**src/rtl/product_accumulator_pkg.sv**
```systemverilog
// rtl/product_accumulator_pkg.sv - shared types and constants for the product accumulator
package product_acc_pkg;
  localparam int PRODUCT_W     = 4;
  localparam int PRODUCT_MAX   = 9;
  localparam int FRAME_LEN_DEF = 4;
  localparam int ACC_W_DEF     = 8;

  typedef enum logic {
    ST_ACC  = 1'b0,
    ST_HOLD = 1'b1
  } state_t;
endpackage

```
**src/rtl/product_accumulator_if.sv**
```systemverilog
// rtl/product_accumulator_if.sv - product input and result output handshake bundle
interface product_accumulator_if import product_acc_pkg::*; #(
  parameter int ACC_W = ACC_W_DEF
);
  logic                 in_valid;
  logic                 in_ready;
  logic [PRODUCT_W-1:0] product;
  logic                 out_valid;
  logic                 out_ready;
  logic [ACC_W-1:0]     sum;
  logic                 ovf;
  logic                 range_err;

  modport master (
    output in_valid, product, out_ready,
    input  in_ready, out_valid, sum, ovf, range_err
  );

  modport slave (
    input  in_valid, product, out_ready,
    output in_ready, out_valid, sum, ovf, range_err
  );
endinterface

```
**src/rtl/product_accumulator_sat_add.sv**
```systemverilog
// rtl/product_accumulator_sat_add.sv - saturating add of a product onto the accumulator
module sat_add import product_acc_pkg::*; #(
  parameter int ACC_W = ACC_W_DEF
) (
  input  logic [ACC_W-1:0]     acc,
  input  logic [PRODUCT_W-1:0] operand,
  output logic [ACC_W-1:0]     result,
  output logic                 ovf
);
  logic [ACC_W:0] wide;

  assign wide   = {1'b0, acc} + {{(ACC_W + 1 - PRODUCT_W){1'b0}}, operand};
  assign ovf    = wide[ACC_W];
  // Operands are never negative, so clamping here keeps saturation sticky.
  assign result = wide[ACC_W] ? {ACC_W{1'b1}} : wide[ACC_W-1:0];
endmodule

```
**src/rtl/product_accumulator.sv**
```systemverilog
// rtl/product_accumulator.sv - sums fixed-length frames of products with saturation
module product_accumulator import product_acc_pkg::*; #(
  parameter int FRAME_LEN = FRAME_LEN_DEF,
  parameter int ACC_W     = ACC_W_DEF
) (
  input logic                   clk,
  input logic                   reset,
  input logic                   clear,
  product_accumulator_if.slave  bus
);
  localparam int CNT_W = (FRAME_LEN > 1) ? $clog2(FRAME_LEN) : 1;
  localparam logic [CNT_W-1:0]     LAST_IDX = CNT_W'(FRAME_LEN - 1);
  localparam logic [PRODUCT_W-1:0] PMAX     = PRODUCT_W'(PRODUCT_MAX);

  state_t           state;
  logic [ACC_W-1:0] acc;
  logic [CNT_W-1:0] count;
  logic             ovf_acc;
  logic             err_acc;
  logic [ACC_W-1:0] sum_q;
  logic             ovf_q;
  logic             err_q;
  logic             in_ready_q;
  logic             out_valid_q;

  logic [ACC_W-1:0] add_res;
  logic             add_ovf;
  logic             beat_err;

  sat_add #(.ACC_W(ACC_W)) u_sat_add (
    .acc     (acc),
    .operand (bus.product),
    .result  (add_res),
    .ovf     (add_ovf)
  );

  assign beat_err = (bus.product > PMAX);

  always_ff @(posedge clk or negedge reset) begin
    if (!reset) begin
      state       <= ST_ACC;
      acc         <= '0;
      count       <= '0;
      ovf_acc     <= 1'b0;
      err_acc     <= 1'b0;
      sum_q       <= '0;
      ovf_q       <= 1'b0;
      err_q       <= 1'b0;
      in_ready_q  <= 1'b1;
      out_valid_q <= 1'b0;
    end else if (clear) begin
      state       <= ST_ACC;
      acc         <= '0;
      count       <= '0;
      ovf_acc     <= 1'b0;
      err_acc     <= 1'b0;
      in_ready_q  <= 1'b1;
      out_valid_q <= 1'b0;
    end else begin
      case (state)
        ST_ACC: begin
          if (bus.in_valid) begin
            if (count == LAST_IDX) begin
              sum_q       <= add_res;
              ovf_q       <= ovf_acc | add_ovf;
              err_q       <= err_acc | beat_err;
              acc         <= '0;
              count       <= '0;
              ovf_acc     <= 1'b0;
              err_acc     <= 1'b0;
              state       <= ST_HOLD;
              in_ready_q  <= 1'b0;
              out_valid_q <= 1'b1;
            end else begin
              acc     <= add_res;
              count   <= count + 1'b1;
              ovf_acc <= ovf_acc | add_ovf;
              err_acc <= err_acc | beat_err;
            end
          end
        end
        ST_HOLD: begin
          if (bus.out_ready) begin
            state       <= ST_ACC;
            in_ready_q  <= 1'b1;
            out_valid_q <= 1'b0;
          end
        end
        default: state <= ST_ACC;
      endcase
    end
  end

  assign bus.in_ready  = in_ready_q;
  assign bus.out_valid = out_valid_q;
  assign bus.sum       = sum_q;
  assign bus.ovf       = ovf_q;
  assign bus.range_err = err_q;
endmodule

```
**src/flat_wrapper.sv**
```systemverilog
// flat-port wrapper written by rule: the top's interface ports become plain ports
module product_accumulator_flat import product_acc_pkg::*;
#(
  parameter int FRAME_LEN = FRAME_LEN_DEF,
  parameter int ACC_W     = ACC_W_DEF
)
  (clk, reset, clear, bus_in_valid, bus_product, bus_out_ready, bus_in_ready, bus_out_valid, bus_sum, bus_ovf, bus_range_err);
  product_accumulator_if #(.ACC_W(ACC_W)) bus_i ();
  input logic clk;
  input logic reset;
  input logic clear;
  input wire logic [$bits(bus_i.in_valid)-1:0] bus_in_valid;
  input wire logic [$bits(bus_i.product)-1:0] bus_product;
  input wire logic [$bits(bus_i.out_ready)-1:0] bus_out_ready;
  output wire logic [$bits(bus_i.in_ready)-1:0] bus_in_ready;
  output wire logic [$bits(bus_i.out_valid)-1:0] bus_out_valid;
  output wire logic [$bits(bus_i.sum)-1:0] bus_sum;
  output wire logic [$bits(bus_i.ovf)-1:0] bus_ovf;
  output wire logic [$bits(bus_i.range_err)-1:0] bus_range_err;
  assign bus_i.in_valid = bus_in_valid;
  assign bus_i.product = bus_product;
  assign bus_i.out_ready = bus_out_ready;
  assign bus_in_ready = bus_i.in_ready;
  assign bus_out_valid = bus_i.out_valid;
  assign bus_sum = bus_i.sum;
  assign bus_ovf = bus_i.ovf;
  assign bus_range_err = bus_i.range_err;
  product_accumulator #(.FRAME_LEN(FRAME_LEN), .ACC_W(ACC_W)) u_core (.clk(clk), .reset(reset), .clear(clear), .bus(bus_i));
endmodule
```
**config.mk**
```make
export PLATFORM = sky130hd
export DESIGN_NAME = product_accumulator_flat
export DESIGN_NICKNAME = d
export VERILOG_FILES = /design/src/rtl/product_accumulator_pkg.sv /design/src/rtl/product_accumulator_if.sv /design/src/rtl/product_accumulator_sat_add.sv /design/src/rtl/product_accumulator.sv /design/src/flat_wrapper.sv
export SDC_FILE = /design/constraint.sdc
export NUM_CORES = 1
export LEC_CHECK = 0
export BUFFER_PORTS_ARGS = -buffer_cell sky130_fd_sc_hd__buf_2
export CORE_MARGIN = 2
export CORE_UTILIZATION = 50
export CTS_BUF_LIST = sky130_fd_sc_hd__clkbuf_4 sky130_fd_sc_hd__clkbuf_8 sky130_fd_sc_hd__clkbuf_16
export DETAILED_ROUTE_END_ITERATION = 8
export GPL_ROUTABILITY_DRIVEN = 0
export PLACE_DENSITY = 0.84
export SYNTH_ARGS = -nofsm -noshare
export SYNTH_HDL_FRONTEND = slang
export SYNTH_SLANG_ARGS = --single-unit
export TNS_END_PERCENT = 20
```
**constraint.sdc**
```tcl
create_clock -name clk -period 2 [get_ports clk]
set_clock_uncertainty 0.05 [all_clocks]
set_input_delay 0 -clock clk [delete_from_list [all_inputs] [get_ports clk]]
set_output_delay 0 -clock clk [all_outputs]
set_load 0.01 [all_outputs]
```
=== Yosys cells after proc, flatten, opt, wreduce, memory -nomap -nowiden ===
Index checks and enable logic that the tools add are counted.

* Register bits: 25

* Equal/unequal tests: 5
* Add/subtract/negate cells: 2
* Bitwise operators: 4
* Mux-type cells: 32
* Reductions and logical operators: 4
* $lt $le $gt $ge: 1

{| class="wikitable"
|+ Operators by type and width
! kind !! number
|-
| 2-to-1 mux 8 bit || 5
|-
| 2-to-1 mux 1 bit || 20
|-
| adder 8 x 4 -> 9 bit || 1
|-
| 2-to-1 mux 2 bit || 4
|-
| inequality test 3 bit (second input constant) || 2
|-
| one-hot mux 1 bit (2 select lines) || 3
|-
| greater-than comparator 4 bit (second input constant) || 1
|-
| AND reduction 4 bit || 1
|-
| inequality test 3 x 2 -> 1 bit (second input constant) || 1
|-
| AND reduction 3 bit || 1
|-
| adder 2 x 1 -> 2 bit (second input constant) || 1
|-
| == test 2 bit (second input constant) || 1
|-
| inequality test 2 bit (second input constant) || 1
|-
| NOT 1 bit || 2
|-
| bitwise OR 1 bit || 2
|-
| AND reduction 2 bit || 1
|-
| nonzero test 2 bit || 1
|}

=== Longest topological paths before layout ===
* Depth after elaboration: 6
* Depth in mapped cells: 6
* Mapped depth without buffers: 6

=== Cells and area by module ===
A second synthesis with hierarchy kept.

* Cell total of the unflattened synthesis: 106
* Area total of the unflattened synthesis: 1267.5 µm²

{| class="wikitable"
|+ Modules (own cells, without submodules)
! module !! area each (µm²) !! cells each !! sequential area each (µm²) !! instances
|-
| product_accumulator || 1003.5 || 71 || 626.9 || 1
|-
| sat_add || 264.0 || 35 || 0.0 || 1
|}

=== Worst setup path before layout ===
Ideal clock, no wire load.

* Kind: reg2reg
* Start: reg u_core.acc[0]
* End: reg u_core.sum_q[7] (netlist: u_core.bus.sum[7])
* Required time: 1824 ps
* Arrival: 1897 ps
* Buffers on the path: 0
* Setup time: 126 ps
* Stages on the path, launching flop included: 7
* Setup slack: -73 ps
* Clock period less this slack: 2073 ps
* Cells stage by stage: dfrtp_1 > ha_1 > fa_1 > a211oi_2 > nor3_4 > nand2b_1 > o32a_1

* Cells in the longest elaborated chain, start to end: 2

{| class="wikitable"
|+ RTL lines
! what !! line !! source
|-
| start: declaration || product_accumulator.sv:16 || <nowiki>logic [ACC_W-1:0] acc;</nowiki>
|-
| start signal: assignment || product_accumulator.sv:75 || <nowiki>acc <= add_res;</nowiki>
|-
| adder 8 x 4 -> 9 bit || product_accumulator_sat_add.sv:12 || <nowiki>assign wide = {1'b0, acc} + {{(ACC_W + 1 - PRODUCT_W){1'b0}}, operand};</nowiki>
|-
| 2-to-1 mux 8 bit || product_accumulator_sat_add.sv:15 || <nowiki>assign result = wide[ACC_W] ? {ACC_W{1'b1}} : wide[ACC_W-1:0];</nowiki>
|-
| end signal: assignment || product_accumulator.sv:64 || <nowiki>sum_q <= add_res;</nowiki>
|-
| end: declaration || product_accumulator.sv:20 || <nowiki>logic [ACC_W-1:0] sum_q;</nowiki>
|}

No other way between the ends.
A chain may end at the register's enable or synchronous reset.

=== Worst setup path in the final report ===
Same ends and word-level chain as after synthesis.

==> results by group <==
Run status
  • Outcome: finished clean

Finish
  • Multi-input logic area: between 700 and 800 µm²
  • Commonest cells after routing, fill and taps aside: dfrtp_1 (23), nand2_1 (22), buf_2 (20), nor2_1 (14), o21ai_1 (13)
  • Fill cells: roughly 230
  • Layout Utilization: 0.636
  • Layout Nets: between 150 and 200
  • Final cell count without fillers: approximately 200
  • Register area: between 600 and 700 µm²
  • Layout cells sized above 1: 0.271
  • Layout area overhead: 19.3%
  • Commonest non-fill, non-tap cell in the layout: dfrtp_1
  • Antenna cells: 0
  • Final Cell Area: about 0.0016 mm²

Synth
  • Gate Count Post-Synth: about 140
  • Synthesized area: between 0.001 and 0.0015 mm²
  • Synthesized Nets: roughly 150
  • Post-Syn Area per Cell: between 9 and 10 µm²
  • Number of synthesis warnings: 0
  • Async S/R FF share, synth: 1.00
  • Netlist cell types: 39
  • FF+latch count, synth: 25
  • EDFF count, synth: 0
  • Seq/Total Area, Yosys: 0.466
  • Dominant synthesized flop cell: dfrtp_1

Setup path
  • Reg2reg end: u_core.bus.sum[7]
  • Slowest stage cell, crit path: dfrtp_1
  • CP Cell Sequence: ha_4, fa_2, a211oi_4, nor3_4, nand2b_4, o32a_1
  • CP arrival: 2.15 ns
  • Critical Path RT: 2.16 ns
  • R2R cell count: 6
  • CP endpoint kind: register
  • Biggest fanout along the worst timing path: 3
  • R2r setup slk: between 0.007 and 0.008 ns
  • FF-to-FF Start: u_core.acc[0]
  • Crit Path Category: reg -> reg
  • CP Launch Type: register
  • Slowest stage delay, CP: 0.44 ns

Place
  • Placed insts: between 150 and 200
  • DPL Wire Length: 2030 µm
  • I/O Buffers: 20
  • Area after DPL: around 0.0015 mm²

Route
  • Initial DRC count: 30
  • WL final: ~2800 µm
  • Vias after detailed routing: around 1.1k
  • Max layer used: met4
  • Vias per cell: about 5.6
  • WL/cell: between 10 and 15 µm
  • DRC viols: 0
  • Routed met2 length: 1400 µm
  • Antenna viol nets, final: 0
  • Met1 WL: 1230 µm
  • DRT Pass-1 Iters: 4
  • Met3 wire length: around 160 µm

STA
  • Final Hold Viols: 0
  • Hold_ws: around 0.0092 ns
  • Relative slew slack: 0.622
  • Post-layout min period: ~2.0 ns
  • Worst slew pin tran: about 0.57 ns
  • Period utilisation layout: 0.996
  • Max-slew violations: 0
  • Setup-failing EPs final: 0
  • RSZ-0062 raised after global routing: yes
  • Highest clock rate: about 0.50 GHz

Die
  • Die footprint: ~0.0031 mm²
  • Die width: between 50 and 60 µm
  • Site row count: 18
  • Starting Density: 0.533
  • Die H: roughly 56 µm
  • Io pins: 21
  • Core ar.: approximately 0.0025 mm²

Clock tree
  • CTS max path bufs: 2
  • Clk_lat worst skew: 0.32 ns
  • Clock-pin slew on the worst setup and hold paths: roughly 0.14 ns
  • TritonCTS clock tree: done
  • Htree depth: 1
  • TritonCTS buffer count: 3
  • Clk Tree Root Cell: clkbuf_4
  • Clk sink count: 25
  • Setup bufs post-CTS: 0

Power
  • PwrDens: between 600 and 700 mW/mm²
  • Power Total: between 0.001 and 0.0015 W
  • Pleak: 0.769 nW
  • Worst VDD drop: ~0.00057 V

Hold path
  • HP Start: bus_product[2]
  • Hold Path Sink: u_core.bus.range_err
  • Hold depth: 4
  • Worst min path class: in -> reg

Global route
  • Largest net degree at the start of global routing: 26
  • Total GRT Usage: 0.194
  • Initial antenna violation count: 0
  • Number of global-route vias before repair: 1107
  • First-pass GRT wire length: 4740 µm
  • GR Overflow Total: 0

Run
  • Max_cap viols: 0
[metrics by stage]
step                setup slack, ns  TNS (ns)
finish                      0.00707         0
CTS                          0.0175         0
floorplan                    0.0231         0
global route                -0.0283   -0.0861
global placement             0.0614         0
detailed placement          0.00183         0
[metal layers]
layer | vias up | track usage
met2 | 36 | 0.345
met4 | 0 | 0.0782
met5 | - | 0
met1 | 523 | 0.228
met3 | 4 | 0.0372
li1 | 537 | -
[power breakdown]
| part | switching [W] | leakage (nW) | internal [W] |
|---|---|---|---|
| clock | 0.000151 | 0.0177 | 0.0000749 |
| combinational | 0.000157 | 0.417 | 0.000122 |
| sequential | 0.0000350 | 0.335 | 0.000559 |
[worst max-delay path by stage]
stage                   endpoint  slack [ns]          start  cells after the start
2_1_floorplan  u_core.bus.sum[7]        0.02  u_core.acc[0]                      6
3_3_place_gp   u_core.bus.sum[7]        0.06  u_core.acc[0]                      6
3_5_place_dp   u_core.bus.sum[7]       0.002  u_core.acc[0]                      6
4_1_cts        u_core.bus.sum[7]        0.02  u_core.acc[0]                      6
5_1_grt        u_core.bus.sum[7]       -0.03  u_core.acc[0]                      6
6_report       u_core.bus.sum[7]       0.007  u_core.acc[0]                      6
[critical path: cells and delay by family, from the launching register on]
| family | cells | cell delay [ns] |
|---|---|---|
| flip-flops | 1 | 0.44 |
| AND/OR/NAND/NOR | 2 | 0.21 |
| adder cells (fa/ha/maj) | 2 | 0.55 |
| AO/OA/AOI/OAI | 2 | 0.62 |
[logic make-up (layout without fill, tap and decap cells)]
| group | after synthesis | after routing | share of synthesized area |
|---|---|---|---|
| XOR/XNOR | 3 | 3 | 0.0195 |
| flip-flops | 25 | 25 | 0.466 |
| adder cells (fa/ha/maj) | 6 | 6 | 0.0614 |
| AND/OR/NAND/NOR | 49 | 49 | 0.186 |
| AO/OA/AOI/OAI | 43 | 43 | 0.207 |
| multiplexers | 3 | 3 | 0.0223 |
| buffers and inverters | 10 | 37 | 0.0381 |
[Yosys cell counts, types with 3 or more instances]
cell type	instances	area, µm²
a21oi_1	10	50.1
buf_2	5	25.0
dfrtp_1	24	601
ha_1	5	62.6
inv_1	3	11.3
mux2i_1	3	30.0
nand2_1	22	82.6
nor2_1	14	52.6
o211ai_1	3	22.5
o21ai_1	13	65.1
o21bai_1	3	22.5
[state kept, by name (all words and copies together), names as in the netlist]
name and flops:
u_core.err_acc 1, u_core.bus.ovf 1, u_core.acc 8, u_core.state 1
u_core.bus.sum 8, u_core.ovf_acc 1, u_core.bus.out_valid 1, u_core.bus.in_ready 1
u_core.count 2, u_core.bus.range_err 1
[layout make-up]
type / instances / share of cell area
timing repair buffer: 30 / 0.120
sequential: 25 / 0.392
tap: 30 / 0.0234
clock inverter: 1 / 0.00312
clock buffer: 3 / 0.0140
inverter: 3 / 0.00702
multi-input combinational: 104 / 0.441
[timing repair]
action	in CTS	in global routing
endpoints found under the hold margin	29	0
gates resized for setup	2	8
endpoints found under the setup margin	1	4
pin swaps	0	1
hold buffers	4	0
No activity file was read; power rests on OpenSTA's default activity.
